### src/rtl/segment_sample_counter.sv
// segment_sample_counter: collects a programmable window of segment samples,
// counts hits per segment (0..3) and reports the counts plus the most
// frequent segment (lowest index wins ties) at the end of each window.
module segment_sample_counter #(
    parameter int unsigned WIDTH = 31
) (
    input  logic             in_clock,
    input  logic             in_reset,
    input  logic             in_start,
    input  logic [WIDTH:0]   in_window_length,
    input  logic             in_valid,
    input  logic [1:0]       in_segment_number,
    output logic [WIDTH:0]   out_count0,
    output logic [WIDTH:0]   out_count1,
    output logic [WIDTH:0]   out_count2,
    output logic [WIDTH:0]   out_count3,
    output logic [1:0]       out_max_segment,
    output logic             out_busy,
    output logic             out_done
);

    localparam int unsigned CW = WIDTH + 1;

    typedef enum logic [1:0] {
        S_IDLE    = 2'd0,
        S_COLLECT = 2'd1,
        S_REDUCE  = 2'd2
    } state_t;

    state_t          r_state;
    state_t          w_state_next;

    logic [WIDTH:0]  r_length;
    logic [WIDTH:0]  r_sample_cnt;
    logic [WIDTH:0]  r_work [4];

    logic            w_accept;
    logic [WIDTH:0]  w_sample_next;
    logic            w_last;
    logic [1:0]      w_max_seg;
    logic [WIDTH:0]  w_max_val;

    // Sample acceptance and end-of-window detection
    always_comb begin
        w_accept      = (r_state == S_COLLECT) && in_valid;
        w_sample_next = r_sample_cnt + CW'(1);
        w_last        = w_accept && (w_sample_next == r_length);
    end

    // State register
    always_ff @(posedge in_clock or posedge in_reset) begin
        if (in_reset) begin
            r_state <= S_IDLE;
        end else begin
            r_state <= w_state_next;
        end
    end

    // Next-state logic; a zero-length window skips straight to REDUCE
    always_comb begin
        w_state_next = r_state;
        case (r_state)
            S_IDLE: begin
                if (in_start) begin
                    w_state_next = (in_window_length != '0) ? S_COLLECT : S_REDUCE;
                end
            end
            S_COLLECT: begin
                if (w_last) begin
                    w_state_next = S_REDUCE;
                end
            end
            S_REDUCE: begin
                w_state_next = S_IDLE;
            end
            default: begin
                w_state_next = S_IDLE;
            end
        endcase
    end

    // Arg-max over working counters; strict compare keeps the lowest index on ties
    always_comb begin
        w_max_seg = 2'd0;
        w_max_val = r_work[0];
        for (int i = 1; i < 4; i++) begin
            if (r_work[i] > w_max_val) begin
                w_max_val = r_work[i];
                w_max_seg = 2'(i);
            end
        end
    end

    // Window length, sample counter and working counters
    always_ff @(posedge in_clock or posedge in_reset) begin
        if (in_reset) begin
            r_length     <= '0;
            r_sample_cnt <= '0;
            for (int i = 0; i < 4; i++) begin
                r_work[i] <= '0;
            end
        end else begin
            if ((r_state == S_IDLE) && in_start) begin
                r_length     <= in_window_length;
                r_sample_cnt <= '0;
                for (int i = 0; i < 4; i++) begin
                    r_work[i] <= '0;
                end
            end else if (w_accept) begin
                r_sample_cnt               <= w_sample_next;
                r_work[in_segment_number]  <= r_work[in_segment_number] + CW'(1);
            end
        end
    end

    // Registered results, published only on the REDUCE edge
    always_ff @(posedge in_clock or posedge in_reset) begin
        if (in_reset) begin
            out_count0      <= '0;
            out_count1      <= '0;
            out_count2      <= '0;
            out_count3      <= '0;
            out_max_segment <= 2'd0;
        end else if (r_state == S_REDUCE) begin
            out_count0      <= r_work[0];
            out_count1      <= r_work[1];
            out_count2      <= r_work[2];
            out_count3      <= r_work[3];
            out_max_segment <= w_max_seg;
        end
    end

    // Status flags: busy tracks the upcoming state, done marks the REDUCE edge
    always_ff @(posedge in_clock or posedge in_reset) begin
        if (in_reset) begin
            out_busy <= 1'b0;
            out_done <= 1'b0;
        end else begin
            out_busy <= (w_state_next != S_IDLE);
            out_done <= (r_state == S_REDUCE);
        end
    end

endmodule

### config.mk
export PLATFORM = sky130hd
export DESIGN_NAME = segment_sample_counter
export DESIGN_NICKNAME = d
export VERILOG_FILES = /design/src/rtl/segment_sample_counter.sv
export SDC_FILE = /design/constraint.sdc
export NUM_CORES = 1
export LEC_CHECK = 0
export ABC_CLOCK_PERIOD_IN_PS = 29300
export BUFFER_PORTS_ARGS = -buffer_cell sky130_fd_sc_hd__buf_2
export CAP_MARGIN = 20
export CORE_ASPECT_RATIO = 2
export CORE_MARGIN = 2
export CORE_UTILIZATION = 60
export CTS_CLUSTER_SIZE = 12
export DETAILED_ROUTE_END_ITERATION = 8
export PLACE_DENSITY = 0.92
export RECOVER_POWER = 50
export SLEW_MARGIN = 30
export SYNTH_ARGS = -nofsm -noshare
export SYNTH_HDL_FRONTEND = slang
export SYNTH_SLANG_ARGS = --single-unit
### constraint.sdc
create_clock -name in_clock -period 29.3 [get_ports in_clock]
set_input_delay 5.86 -clock in_clock [delete_from_list [all_inputs] [get_ports in_clock]]
set_output_delay 5.86 -clock in_clock [all_outputs]
set_load 0.01 [all_outputs]
==> results.txt <==
Die X = 126 um
Share of cells above drive strength 1 = 21.7%
Pint = 835 uW
RSZ-0062 raised after global routing = no
Total CTS buffers = 31
Cell Area, Synth = 17900 um2
# rows = 89
Initial antenna violation count = 0
Power density cells = 68.1 nW/um2
Minimum clock period = 11.72 ns
Final max-slew violation count = 520
DIE HEIGHT = 248 um
Number of port buffers = 169
CTS tree = yes
Logic pwr share = 38.1%
MaxCap Viol Count = 8
Vias in the first global route = 14.9k
Worst relative slew slack = -220%
Critical path capture point type = async pin
Synth top area share = 45.6%
H-tree depth = 1
Routed vias/inst = 6.62
Final setup fails = 0
Top Ports = 170
Pre-Repair DR Iteration Count = 6
Slowest-stage cell, CP = clkbuf_1
Gr busiest metal = met2
Hold_buf cts = 0
Hold Slack = 0.498 ns
Gpl congestion = 1.01
Worst path max stage delay = 3.09 ns
Syn nets = 1855
Clock-pin slew on the worst setup and hold paths = 0.06 ns
Via count = 14.6k
Core area = 29400 um2
Met1 usage = 32.3%
Routed Antenna Nets = 0
Post-cts resize count = 0
Layout Nets = 1967
Synth warn = 0
Grt met3 use = 4.08%
Post-synth ARST share = 100%
N_diodes = 0
Crit path max fanout = 97
Effective utilization at floorplan = 60.9%
Area grow syn2layout = 9.79%
CP Data Required Time = 29.00 ns
Area leader, netlist = dfrtp_1
Worst slew pin tran = 4.80 ns
Max rail drop VDD = 63.7 uV
Max clock buf depth = 3
Synth area leaders = dfrtp_1 46%, mux2_2 8.1%, ha_1 6.9%
Switching part of the total power = 37.6%
#FFs+latches synth = 326
Seq pwr share = 35.7%
Kind of critical path = in -> async
Area occupied by multi-input gates = 9120 um2
WL final = 49.9 mm
Clock Root Buffer = clkbuf_16
Buffer count from post-CTS setup fixing = 0
CTS sink cnt = 326
Finished Layout Cells = 2200
Final Hold Vio Count = 0
Post-synth top flop = dfrtp_1
Placed Cells = 2161
Final TNS setup = 0 ns
Clock power frac = 26.2%
Die footprint = 31300 um2
Cell Chain, Critical Path = clkbuf_1 > clkinvlp_2 > clkbuf_1
Final HPWL DP = 35.7 mm
Sequential area share after synthesis = 45.6%
Layout Skew = 0.0105 ns
Pin count of the biggest net entering global routing = 100
CP startpoint kind = input port
CP arrival = 11.41 ns
Total Routing Usage GR = 31.8%
Drt wl/cell = 22.7 um
Overall power = 1.34 mW
GRT overflow = 0
Fmax achieved = 0.0854 GHz
Outcome = complete, but fails checks
Met2 usage in global routing = 59.1%
Register area = 8160 um2
First-pass GRT wire length = 78.6 mm
Worst-Skew Late Latency = 0.57 ns
Initial detailed-routing violation count = 1306
Leakage = 9.66 nW
Syn avg cell area = 10.4 um2
Critical Path Most Common Cell = clkbuf_1
Failing checks = capacitance limit, slew limit
Number of synthesized flops with an enable pin = 0
Tcrit/Tclk final = 40.0%
Post-synthesis cell count = 1719
Class of the worst hold path = reg -> reg
Drt drc = 0
Filler Cells Inserted = 2176
Switching power total = 503 uW
Unique cell type count in the Yosys netlist = 77
[worst max-delay path: cells and delay by family]
kind / cells / cell delay [ns]
buffers and inverters: 3 / 5.50
[metrics by stage]
step	util [%]	setup WS (ns)	cell area, um2
floorplan	-	14.41	17900
global placement	64.1	20.49	18900
detailed placement	64.2	20.37	18900
CTS	67.0	20.91	19700
global route	66.8	16.07	19700
finish	66.8	17.58	19700
[state kept, by name (all words and copies together) (netlist names)]
signal           count
out_busy             1
out_count0          32
out_count1          32
out_count2          32
out_count3          32
out_done             1
out_max_segment      2
r_length            32
r_sample_cnt        32
r_state              2
r_work             128
[cells in the final DEF (no fill, tap or decap), types with 5 or more instances in the layout]
cell type | netlist | final
o21ai_0 | 211 | 211
mux2_2 | 129 | 127
and4_1 | 11 | 11
a21o_1 | 20 | 20
a21oi_1 | 25 | 25
buf_2 | 13 | 166
xnor2_1 | 47 | 47
a2111oi_0 | 5 | 5
nand2_1 | 192 | 190
nand3_1 | 149 | 148
xor2_1 | 25 | 25
a211oi_1 | 5 | 5
o21ai_1 | 10 | 10
mux2i_1 | 35 | 35
nor4_1 | 21 | 21
inv_1 | 43 | 42
clkbuf_16 | 0 | 31
dfrtp_1 | 326 | 326
buf_4 | 7 | 6
clkbuf_1 | 77 | 14
a31oi_1 | 8 | 8
and2_1 | 7 | 6
nand4_1 | 31 | 31
o31ai_1 | 15 | 15
nor3_1 | 9 | 9
mux4_2 | 31 | 31
ha_1 | 98 | 98
nor2_1 | 60 | 60
nor2b_1 | 8 | 8
and3_1 | 16 | 16
[logic make-up (layout without fill, tap and decap cells)]
family	after synthesis	in the layout	synth area share [%]
flops	326	326	45.6
compound gates	338	338	11.1
xor+xnor	73	73	3.61
buf+inv	148	265	3.60
mux	195	195	14.0
simple gates	541	541	15.3
fa+ha+maj	98	98	6.85
[final cells by class]
class                   instances  share of cell area, %
clock buffers                  37                   4.11
clock inverters                 1                 0.0255
inverters                      43                  0.828
multi-input cells            1245                   46.4
flip-flops and latches        326                   41.5
well taps                     364                   2.32
repair buffers                184                   4.80
[layer usage]
| metal | vias to the layer above | wire length, um |
|---|---|---|
| met3 | 266 | 3050 |
| met2 | 722 | 26800 |
| met1 | 7149 | 15800 |
| met4 | 0 | 4260 |
| met5 | - | 0 |
| li1 | 6431 | - |
[cells in the mapped netlist (all sizes together), types with 5 or more instances]
| library cell | number |
|---|---|
| a2111oi | 6 |
| a211oi | 5 |
| a21o | 20 |
| a21oi | 25 |
| a31oi | 8 |
| and2 | 7 |
| and3 | 16 |
| and4 | 13 |
| buf | 28 |
| clkbuf | 77 |
| dfrtp | 326 |
| ha | 98 |
| inv | 43 |
| mux2 | 129 |
| mux2i | 35 |
| mux4 | 31 |
| nand2 | 196 |
| nand3 | 151 |
| nand4 | 33 |
| nor2 | 60 |
| nor2b | 8 |
| nor3 | 12 |
| nor4 | 25 |
| o21ai | 221 |
| o31ai | 16 |
| or3 | 6 |
| xnor2 | 48 |
| xor2 | 25 |
[power by group through the flow]
stage	sequential, mW	combinational, mW	clock, mW
CTS	0.477	0.495	0.353
global placement	0.485	0.465	0
global route	0.479	0.569	0.369
floorplan	0.476	0.377	0
detailed placement	0.485	0.488	0
finish	0.478	0.509	0.350
[path summary, 6_finish.rpt]
| check | from | endpoint | slack, ns | cells after the start |
|---|---|---|---|---|
| max | in_reset | r_work[120] | 17.58 | 3 |
| min | r_length[26] | r_length[26] | 0.50 | 2 |
| max reg2reg | r_work[115] | out_max_segment[1] | 21.14 | 22 |
| min reg2reg | r_length[26] | r_length[26] | 0.50 | 2 |
| max in group in_clock | in_segment_number[1] | r_work[60] | 20.76 | 10 |
| min in group asynchronous | in_reset | out_count3[27] | 6.52 | 2 |
No activity file was read; power rests on OpenSTA's default activity.
